`config.mk`:
```
export PLATFORM = sky130hd
export DESIGN_NAME = program_loader
export DESIGN_NICKNAME = d
export VERILOG_FILES = /design/src/rtl/loader_pkg.sv /design/src/rtl/loader_timeout.sv /design/src/rtl/program_loader.sv
export SDC_FILE = /design/constraint.sdc
export NUM_CORES = 1
export LEC_CHECK = 0
export ABC_AREA = 1
export ABC_CLOCK_PERIOD_IN_PS = 7200
export CELL_PAD_IN_SITES_DETAIL_PLACEMENT = 1
export CELL_PAD_IN_SITES_GLOBAL_PLACEMENT = 1
export CORE_ASPECT_RATIO = 1.5
export CORE_MARGIN = 1
export CORE_UTILIZATION = 45
export CTS_CLUSTER_DIAMETER = 80
export DETAILED_ROUTE_END_ITERATION = 8
export DONT_BUFFER_PORTS = 1
export GPL_TIMING_DRIVEN = 0
export PLACE_DENSITY = 0.82
export SLEW_MARGIN = 20
export SYNTH_ARGS = -nofsm -noshare
export SYNTH_HDL_FRONTEND = slang
export SYNTH_SLANG_ARGS = --single-unit
export TNS_END_PERCENT = 20
```
`constraint.sdc`:
```
create_clock -name clk -period 7.2 [get_ports clk]
set_input_delay 2.16 -clock clk [delete_from_list [all_inputs] [get_ports clk]]
set_output_delay 2.16 -clock clk [all_outputs]
set_load 0.03 [all_outputs]
```
`src/rtl/loader_pkg.sv`:
```
// Shared types and helpers for the byte-stream program loader.
package loader_pkg;

    typedef enum logic [3:0] {
        ST_IDLE  = 4'd0,
        ST_SYNC  = 4'd1,
        ST_COUNT = 4'd2,
        ST_HI    = 4'd3,
        ST_LO    = 4'd4,
        ST_WRITE = 4'd5,
        ST_CHECK = 4'd6,
        ST_DONE  = 4'd7,
        ST_ERROR = 4'd8
    } loader_state_t;

    localparam logic [7:0] SYNC_BYTE = 8'hA5;

    function automatic logic [7:0] xor8(input logic [7:0] acc, input logic [7:0] data);
        return acc ^ data;
    endfunction

endpackage

```
`src/rtl/loader_timeout.sv`:
```
// Inter-byte idle watchdog: reloads on clear or while disabled, counts down while enabled.
module loader_timeout #(
    parameter int TIMEOUT = 1_000_000
) (
    input  logic clk,
    input  logic rst,
    input  logic clr_i,
    input  logic en_i,
    output logic expired_o
);

    localparam int CW = (TIMEOUT < 2) ? 1 : $clog2(TIMEOUT + 1);
    // Loading TIMEOUT-1 makes the FSM react on exactly the TIMEOUT-th idle edge.
    localparam logic [CW-1:0] LOAD = CW'(TIMEOUT - 1);

    logic [CW-1:0] cnt_q;
    logic [CW-1:0] cnt_d;

    // next count: reload, decrement, or saturate at zero
    always_comb begin
        cnt_d = cnt_q;
        if (clr_i || !en_i) begin
            cnt_d = LOAD;
        end else if (cnt_q != {CW{1'b0}}) begin
            cnt_d = cnt_q - CW'(1);
        end else begin
            cnt_d = cnt_q;
        end
    end

    // count register
    always_ff @(posedge clk or posedge rst) begin
        if (rst) begin
            cnt_q <= LOAD;
        end else begin
            cnt_q <= cnt_d;
        end
    end

    assign expired_o = en_i && !clr_i && (cnt_q == {CW{1'b0}});

endmodule

```
`src/rtl/program_loader.sv`:
```
// Frames UART bytes into instructions, writes them to text RAM and holds the CPU during the load.
module program_loader
    import loader_pkg::*;
#(
    parameter int         ADDR    = 8,
    parameter int         CODE    = 4,
    parameter int         WORD    = ADDR + CODE,
    parameter logic [7:0] SYNC    = SYNC_BYTE,
    parameter int         TIMEOUT = 1_000_000
) (
    input  logic            clk,
    input  logic            reset,
    input  logic            load_start,
    input  logic            rx_valid,
    input  logic [7:0]      rx_byte,
    output logic            program_write,
    output logic [ADDR-1:0] program_addr,
    output logic [WORD-1:0] program_cmd,
    output logic            cpu_hold,
    output logic            load_busy,
    output logic            load_done,
    output logic            load_error
);

    localparam logic [15:0] PAD_MASK = ~((16'd1 << WORD) - 16'd1);

    loader_state_t   state_q, state_d;
    logic [ADDR-1:0] addr_q, addr_d;
    logic [WORD-1:0] cmd_q, cmd_d;
    logic            write_q, write_d;
    logic            hold_q, hold_d;
    logic            busy_q, busy_d;
    logic            done_q, done_d;
    logic            error_q, error_d;
    logic [7:0]      chk_q, chk_d;
    logic [7:0]      hi_q, hi_d;
    logic [ADDR:0]   cnt_q, cnt_d;
    logic [7:0]      skid_q, skid_d;
    logic            skid_vld_q, skid_vld_d;

    logic            byte_vld_s;
    logic [7:0]      byte_s;
    logic [15:0]     word_s;
    logic            pad_bad_s;
    logic            tmr_en_s;
    logic            expired_s;

    // A byte held over from the WRITE cycle is always older than the live strobe.
    assign byte_vld_s = skid_vld_q || rx_valid;
    assign byte_s     = skid_vld_q ? skid_q : rx_byte;
    assign word_s     = {hi_q, byte_s};
    assign pad_bad_s  = |(word_s & PAD_MASK);
    assign tmr_en_s   = (state_q == ST_COUNT) || (state_q == ST_HI) || (state_q == ST_LO) ||
                        (state_q == ST_WRITE) || (state_q == ST_CHECK);

    loader_timeout #(.TIMEOUT(TIMEOUT)) u_timeout (
        .clk       (clk),
        .rst       (reset),
        .clr_i     (rx_valid),
        .en_i      (tmr_en_s),
        .expired_o (expired_s)
    );

    // frame FSM next-state and registered-output next values
    always_comb begin
        state_d = state_q;
        addr_d  = addr_q;
        cmd_d   = cmd_q;
        write_d = 1'b0;
        hold_d  = hold_q;
        busy_d  = busy_q;
        done_d  = done_q;
        error_d = error_q;
        chk_d   = chk_q;
        hi_d    = hi_q;
        cnt_d   = cnt_q;

        case (state_q)
            ST_IDLE: begin
                if (load_start) begin
                    state_d = ST_SYNC;
                    hold_d  = 1'b1;
                    busy_d  = 1'b1;
                    done_d  = 1'b0;
                    error_d = 1'b0;
                    chk_d   = 8'h00;
                    addr_d  = {ADDR{1'b0}};
                end else begin
                    state_d = ST_IDLE;
                end
            end
            ST_SYNC: begin
                if (load_start) begin
                    state_d = ST_SYNC;
                    chk_d   = 8'h00;
                    addr_d  = {ADDR{1'b0}};
                end else if (byte_vld_s && (byte_s == SYNC)) begin
                    state_d = ST_COUNT;
                end else begin
                    state_d = ST_SYNC;
                end
            end
            ST_COUNT: begin
                if (byte_vld_s) begin
                    cnt_d   = (byte_s[ADDR-1:0] == {ADDR{1'b0}}) ? {1'b1, {ADDR{1'b0}}}
                                                                 : {1'b0, byte_s[ADDR-1:0]};
                    chk_d   = xor8(chk_q, byte_s);
                    state_d = ST_HI;
                end else if (expired_s) begin
                    state_d = ST_ERROR;
                end else begin
                    state_d = ST_COUNT;
                end
            end
            ST_HI: begin
                if (byte_vld_s) begin
                    hi_d    = byte_s;
                    chk_d   = xor8(chk_q, byte_s);
                    state_d = ST_LO;
                end else if (expired_s) begin
                    state_d = ST_ERROR;
                end else begin
                    state_d = ST_HI;
                end
            end
            ST_LO: begin
                if (byte_vld_s) begin
                    chk_d = xor8(chk_q, byte_s);
                    if (pad_bad_s) begin
                        state_d = ST_ERROR;
                    end else begin
                        cmd_d   = word_s[WORD-1:0];
                        write_d = 1'b1;
                        state_d = ST_WRITE;
                    end
                end else if (expired_s) begin
                    state_d = ST_ERROR;
                end else begin
                    state_d = ST_LO;
                end
            end
            ST_WRITE: begin
                addr_d = addr_q + ADDR'(1);
                cnt_d  = cnt_q - (ADDR+1)'(1);
                if (cnt_q == (ADDR+1)'(1)) begin
                    state_d = ST_CHECK;
                end else begin
                    state_d = ST_HI;
                end
            end
            ST_CHECK: begin
                if (byte_vld_s) begin
                    state_d = (byte_s == chk_q) ? ST_DONE : ST_ERROR;
                end else if (expired_s) begin
                    state_d = ST_ERROR;
                end else begin
                    state_d = ST_CHECK;
                end
            end
            ST_DONE:  state_d = ST_IDLE;
            ST_ERROR: state_d = ST_IDLE;
            default:  state_d = ST_IDLE;
        endcase

        // Status is registered on entry so it appears one cycle after the deciding byte.
        if ((state_d == ST_DONE) && (state_q != ST_DONE)) begin
            done_d = 1'b1;
            hold_d = 1'b0;
            busy_d = 1'b0;
        end else if ((state_d == ST_ERROR) && (state_q != ST_ERROR)) begin
            error_d = 1'b1;
            busy_d  = 1'b0;
        end else begin
            done_d = done_d;
        end
    end

    // one-entry skid: catches the strobe that lands in the WRITE cycle
    always_comb begin
        skid_d     = skid_q;
        skid_vld_d = skid_vld_q;
        case (state_q)
            ST_WRITE: begin
                if (rx_valid) begin
                    skid_d     = rx_byte;
                    skid_vld_d = 1'b1;
                end else begin
                    skid_vld_d = skid_vld_q;
                end
            end
            ST_SYNC, ST_COUNT, ST_HI, ST_LO, ST_CHECK: begin
                if (skid_vld_q) begin
                    skid_d     = rx_byte;
                    skid_vld_d = rx_valid;
                end else begin
                    skid_vld_d = 1'b0;
                end
            end
            default: skid_vld_d = 1'b0;
        endcase
    end

    // state and output registers
    always_ff @(posedge clk or posedge reset) begin
        if (reset) begin
            state_q    <= ST_IDLE;
            addr_q     <= {ADDR{1'b0}};
            cmd_q      <= {WORD{1'b0}};
            write_q    <= 1'b0;
            hold_q     <= 1'b0;
            busy_q     <= 1'b0;
            done_q     <= 1'b0;
            error_q    <= 1'b0;
            chk_q      <= 8'h00;
            hi_q       <= 8'h00;
            cnt_q      <= {(ADDR+1){1'b0}};
            skid_q     <= 8'h00;
            skid_vld_q <= 1'b0;
        end else begin
            state_q    <= state_d;
            addr_q     <= addr_d;
            cmd_q      <= cmd_d;
            write_q    <= write_d;
            hold_q     <= hold_d;
            busy_q     <= busy_d;
            done_q     <= done_d;
            error_q    <= error_d;
            chk_q      <= chk_d;
            hi_q       <= hi_d;
            cnt_q      <= cnt_d;
            skid_q     <= skid_d;
            skid_vld_q <= skid_vld_d;
        end
    end

    assign program_write = write_q;
    assign program_addr  = addr_q;
    assign program_cmd   = cmd_q;
    assign cpu_hold      = hold_q;
    assign load_busy     = busy_q;
    assign load_done     = done_q;
    assign load_error    = error_q;

endmodule

```
==> flow_summary.toml <==
[outcome]
status = "complete, no violations"

[power_and_ir_drop]
switching_share_pct = 32.3
internal_power_mw = 0.973
p_sw_mw = 0.464
clockPowerShare_pct = 35.1
p_seq_share_pct = 43.1
combPwrFrac_pct = 21.8
vdd_drop_max_mv = 0.178
power_leakage_nw = 2.46
power_density_nw_per_um2 = 289

[synth]
ys_seq_elements = 83
yosysMostFrequentCell = "nand2_1"
syn_avg_cell_area_um2 = 7.93
synth_cells = 564
synth_cell_types = 47
seq_area_frac_synth_pct = 46.8
synth_edf_count = 0
syn_area_um2 = 4470
synth_top_area_share_pct = 39.7
synthTopCellsByArea = "dfrtp_1, nand2_1, dfstp_2, inv_1, nand3_1"
synth_top_cell_by_area = "dfrtp_1"
synth_warnings = 0
synthTopCellsByCount = "nand2_1, inv_1, dfrtp_1"
synth_fp_nets = 581
ys.flop_type = "dfrtp_1"
async_flop_share_pct = 100

[global_route]
grt_pass1_vias = 4129
grtUsageTotal_pct = 25.5
gr-total-overflow = 0
grt_max_degree = 59
antenna_found_initial = 0
grt_pass1_wl_um = 20100

[worst_hold_path]
hp-class = "reg2reg"
min-delay-start = "hi_q[2]"

[critical_path]
cp-end-kind = "output pin"
worstReg2RegStart = "u_timeout.cnt_q[0]"
crit_path_start_kind = "flip-flop"
cp.required_ns = 5.04
startpoint = "program_addr[2]"
critical_path_arrival_ns = 0.94
crit_type = "reg2out"
cp_max_fo = 5

[floorplanning]
core-area_um2 = 9690
fp.dieW_um = 83.4
fp.dieH_um = 124
rows = 44
dieArea_um2 = 10400
start_util_pct = 46.2
ioPinCount = 37

[place]
portBuffers = 0
place_congestion = 0.869
place_area_um2 = 4650
dp.cells = 680
hpwl_um = 9520

[clocking]
cts_tree = "built"
ctsResizeCount = 0
clock-root-buffer = "clkbuf_16"
clk_pin_slew_ns = 0.06
numCtsBuffers = 9
clk_latency_ns = 0.35
cts_buffer_depth = 2
cts_setup_buffers = 0
cts_num_sinks = 83
cts.htree.levels = 3
cts_hold_buf = 0

[layout]
antenna_cells = 0
drive_gt1_share_pct = 13.3
postLayoutCellArea_um2 = 4970
layout.nets = 593
final_cells = 696
syn2layout_area_growth_pct = 11.2

[routing]
final_antenna_net_count = 0
drc_errors = 0
first_pass_iters = 5
routed_wl_um = 12400
via_per_inst = 5.60
via_count = 3901
drtIter0Drc = 161
routedWlPerCell_um = 17.8

[timing]
worst_slew_pin_slew_ns = 0.522
finalSetupTns_ns = 0
finalCriticalPeriod_ns = 3.10
finalHoldViolCount = 0
finalCritPeriodShare_pct = 43.0
rsz0062_at_grt = "false"
relSlewSlack_pct = 65.2
fmax_mhz = 323
maxSlewViolCount = 0
setup_viol = 0
finClkSkew_ns = 0.00794

[job]
max_cap_violations = 0
-- per-stage QoR --
step | hold slack, ns | worst slack, ns | power (mW) | util, %
final | 0.476 | 4.10 | 1.44 | 51.3
after global routing | 0.496 | 4.02 | 1.51 | 51.3
after CTS | 0.486 | 4.09 | 1.45 | 51.3
after detailed placement | 0.470 | 3.74 | 0.940 | 48.0
after global placement | 0.461 | 1.93 | 0.916 | 47.7
after floorplan | 0.448 | 2.92 | 0.850 | -
-- logic make-up (layout without fill, tap and decap cells) --
logic type	count (synthesis)	count (layout)	share of synthesized area, %
xor gates and xnor gates	5	5	0.979
adders and majority gates	5	5	1.40
muxes	4	4	1.01
DFF	83	83	46.8
buffers and inverters	101	118	9.56
AOI/OAI and AO/OA	94	94	13.5
and+or+nand+nor	272	272	26.8
-- area by class of cell --
class                           instances  area, um^2
Buffer                                 13        95.1
Multi-Input combinational cell        380        1950
Clock buffer                           10         239
Tap cell                              115         144
Fill cell                            1199        4710
Timing Repair Buffer                    1        27.5
Clock inverter                          6        87.6
Inverter                               88         335
Sequential cell                        83        2090
-- registers in the layout (all words and copies together) (netlist names) --
| signal | count |
|---|---|
| program_cmd | 12 |
| cnt_q | 9 |
| hi_q | 8 |
| skid_q | 8 |
| program_write | 1 |
| program_addr | 8 |
| state_q | 4 |
| load_error | 1 |
| chk_q | 8 |
| load_busy | 1 |
| skid_vld_q | 1 |
| u_timeout.cnt_q | 20 |
| load_done | 1 |
| cpu_hold | 1 |
-- final timing paths --
path                                  endpoint  slack (ns)  depth (start not counted)
setup / recovery               program_addr[2]        4.10                          0
hold / removal                         hi_q[2]        0.48                          2
setup reg to reg           u_timeout.cnt_q[18]        5.24                         12
hold reg to reg                        hi_q[2]        0.48                          2
max in group asynchronous  u_timeout.cnt_q[18]        4.89                          2
min in group asynchronous             cnt_q[5]        1.66                          1
-- metal layers --
metal / vias up / global-route usage [%] / part of all wire, %
met1: 1934 / 25.8 / 38
met3: 30 / 5.90 / 3.2
met4: 0 / 13.3 / 3.6
li1: 1872 / - / -
met5: - / 0 / 0
met2: 65 / 48.7 / 55
-- cell usage in the layout, fill, tap and decap left out, types with 11 or more instances in the layout --
cell / count
nand3_1: 44
a21oi_1: 22
inv_1: 77
o21ai_0: 30
dfstp_2: 12
nand2_1: 129
nand4_1: 19
nor2_1: 55
nor3_1: 11
dfrtp_1: 71
-- power groups by stage --
stage | Combinational (mW) | Sequential [mW] | Clock [mW]
floorplan | 0.240 | 0.610 | 0
CTS | 0.316 | 0.619 | 0.518
finish | 0.313 | 0.619 | 0.505
detailed placement | 0.313 | 0.627 | 0
global placement | 0.296 | 0.621 | 0
global route | 0.352 | 0.629 | 0.533
Note: power is estimated with default switching activity, not from simulation.
==> RTL change: new RTL, config.mk and constraints unchanged <==
The 9 states of `loader_state_t` get a Gray code encoding in 4 bits.
--- a/src/rtl/loader_pkg.sv
+++ b/src/rtl/loader_pkg.sv
@@ -2,15 +2,15 @@
 package loader_pkg;
 
     typedef enum logic [3:0] {
-        ST_IDLE  = 4'd0,
-        ST_SYNC  = 4'd1,
-        ST_COUNT = 4'd2,
-        ST_HI    = 4'd3,
-        ST_LO    = 4'd4,
-        ST_WRITE = 4'd5,
-        ST_CHECK = 4'd6,
-        ST_DONE  = 4'd7,
-        ST_ERROR = 4'd8
+        ST_IDLE  = 4'b0000,
+        ST_SYNC  = 4'b0001,
+        ST_COUNT = 4'b0011,
+        ST_HI    = 4'b0010,
+        ST_LO    = 4'b0110,
+        ST_WRITE = 4'b0111,
+        ST_CHECK = 4'b0101,
+        ST_DONE  = 4'b0100,
+        ST_ERROR = 4'b1100
     } loader_state_t;
 
     localparam logic [7:0] SYNC_BYTE = 8'hA5;
Formal check against the unedited RTL: same outputs for any inputs over 10 cycles, from zero or initial values and one cycle with reset high; not proved beyond that.
==> RTL change against the original RTL <==
- maximum frequency fell by 11%
- sequential cell count did not move
- hold slack improved by 11 ps
- sequential share of layout area rose by 1.2 points
- wire length fell by 6.2%
- critical path type is now in -> reg
- total power rose by 6.1%
- cell area fell by 2.7%
- area after synthesis fell by 2.5%
- die area fell by 2.5%
- via count fell by 2.2%
- critical path depth rose by 10
- setup slack got worse by 390 ps
- combinational power rose by 16%
==> RTL change: results <==
group,metric,value,unit
final_layout,largest_reg_flops,20,
yosys,syn_avg_cell_area,7.745,um^2
drt,wl_met3,309,um
final_layout,sh_seq_area,43.23,%
final_layout,finalNetCount,592,
final_layout,buf_share,1.370,%
placement,dp_hpwl,8748,um
global_routing,grt_util_met1,27.32,%
global_routing,grt_use_met3,4.535,%
final_layout,area_growth_syn_to_layout,10.99,%
drt,wl_met2,6466,um
global_routing,grt_usage,25.79,%
worst_hold_path,min_from,"hi_q[0]",
yosys,synth_top_area_share,40.75,%
timing,fin_skew,7.953,ps
drt,routedLengthMet1,4529,um
setup_path,r2r_start,"skid_vld_q",
placement,dp_worst_setup_slack,3356,ps
timing,tightest_slew,662.5,ps
setup_path,cp_max_fo,8,
final_layout,postLayoutCoreUtil,52.00,%
yosys,ys_seq_area_share,47.98,%
setup_path,crit_arrival,3710,ps
global_routing,grt_util_met2,48.40,%
pwr,total_leakage_power,0.002379,uW
drt,routedWlPerCell,16.75,um
drt,vias_per_cell,5.512,
final_layout,multi_input_area_share,39.58,%
yosys,synth.area.top_cells,"dfrtp_1 (41%), nand2_1 (12%), dfstp_2 (7.2%)",
final_layout,nFillCells,1167,
global_routing,grt_pass1_vias,4077,
final_layout,multi_input_gates,389,
placement,dp_cells,676,
yosys,synthTopCellsByCount,"nand2_1 (139), inv_1 (79), dfrtp_1 (71)",
run_status,status,"completed",
drt,drt_iter0_drc,104,
final_layout,clock_area_share,6.386,%
setup_path,cp-startpoint,"rx_valid",
final_layout,buffers,9,
pwr,ir_worst_vdd,0.0001713,V
placement,routabilityCongestion,0.8565,
global_routing,grt_max_degree,55,
global_routing,grt_pass1_wl,19260,um
final_layout,n_all_inverters,83,
## RTL change: changes by cell type in the layout (fill, tap and decap cells not counted), sizes merged, moves of 4 or more
cell | unedited run | this run
nand2 | 133 | 145
buf | 12 | 4
a21oi | 23 | 16
nand3 | 45 | 38
nand4 | 19 | 12
o21ai | 50 | 57
nor2 | 59 | 64
o211ai | 5 | 9
## RTL change: report_power, final
part	switching (uW)	internal, uW
Combinational	240	124
Sequential	104	575
Clock	200	281
Total	544	980
## RTL change: kinds of logic after synthesis
family / synth area share, %
mux: 1.033
compound gates: 11.79
fa+ha+maj: 1.435
simple gates: 28.26
xor+xnor: 1.406
buf+inv: 8.092
flops: 47.98
## RTL change: path summary, 6_finish.rpt
check	endpoint	depth (start not counted)	slack (ps)
setup / recovery	cpu_hold	10	3720
hold / removal	program_cmd[8]	2	490
setup reg to reg	cpu_hold	11	4990
hold reg to reg	program_cmd[8]	2	490
max in group asynchronous	u_timeout.cnt_q[9]	2	4880
min in group asynchronous	program_cmd[8]	1	1680
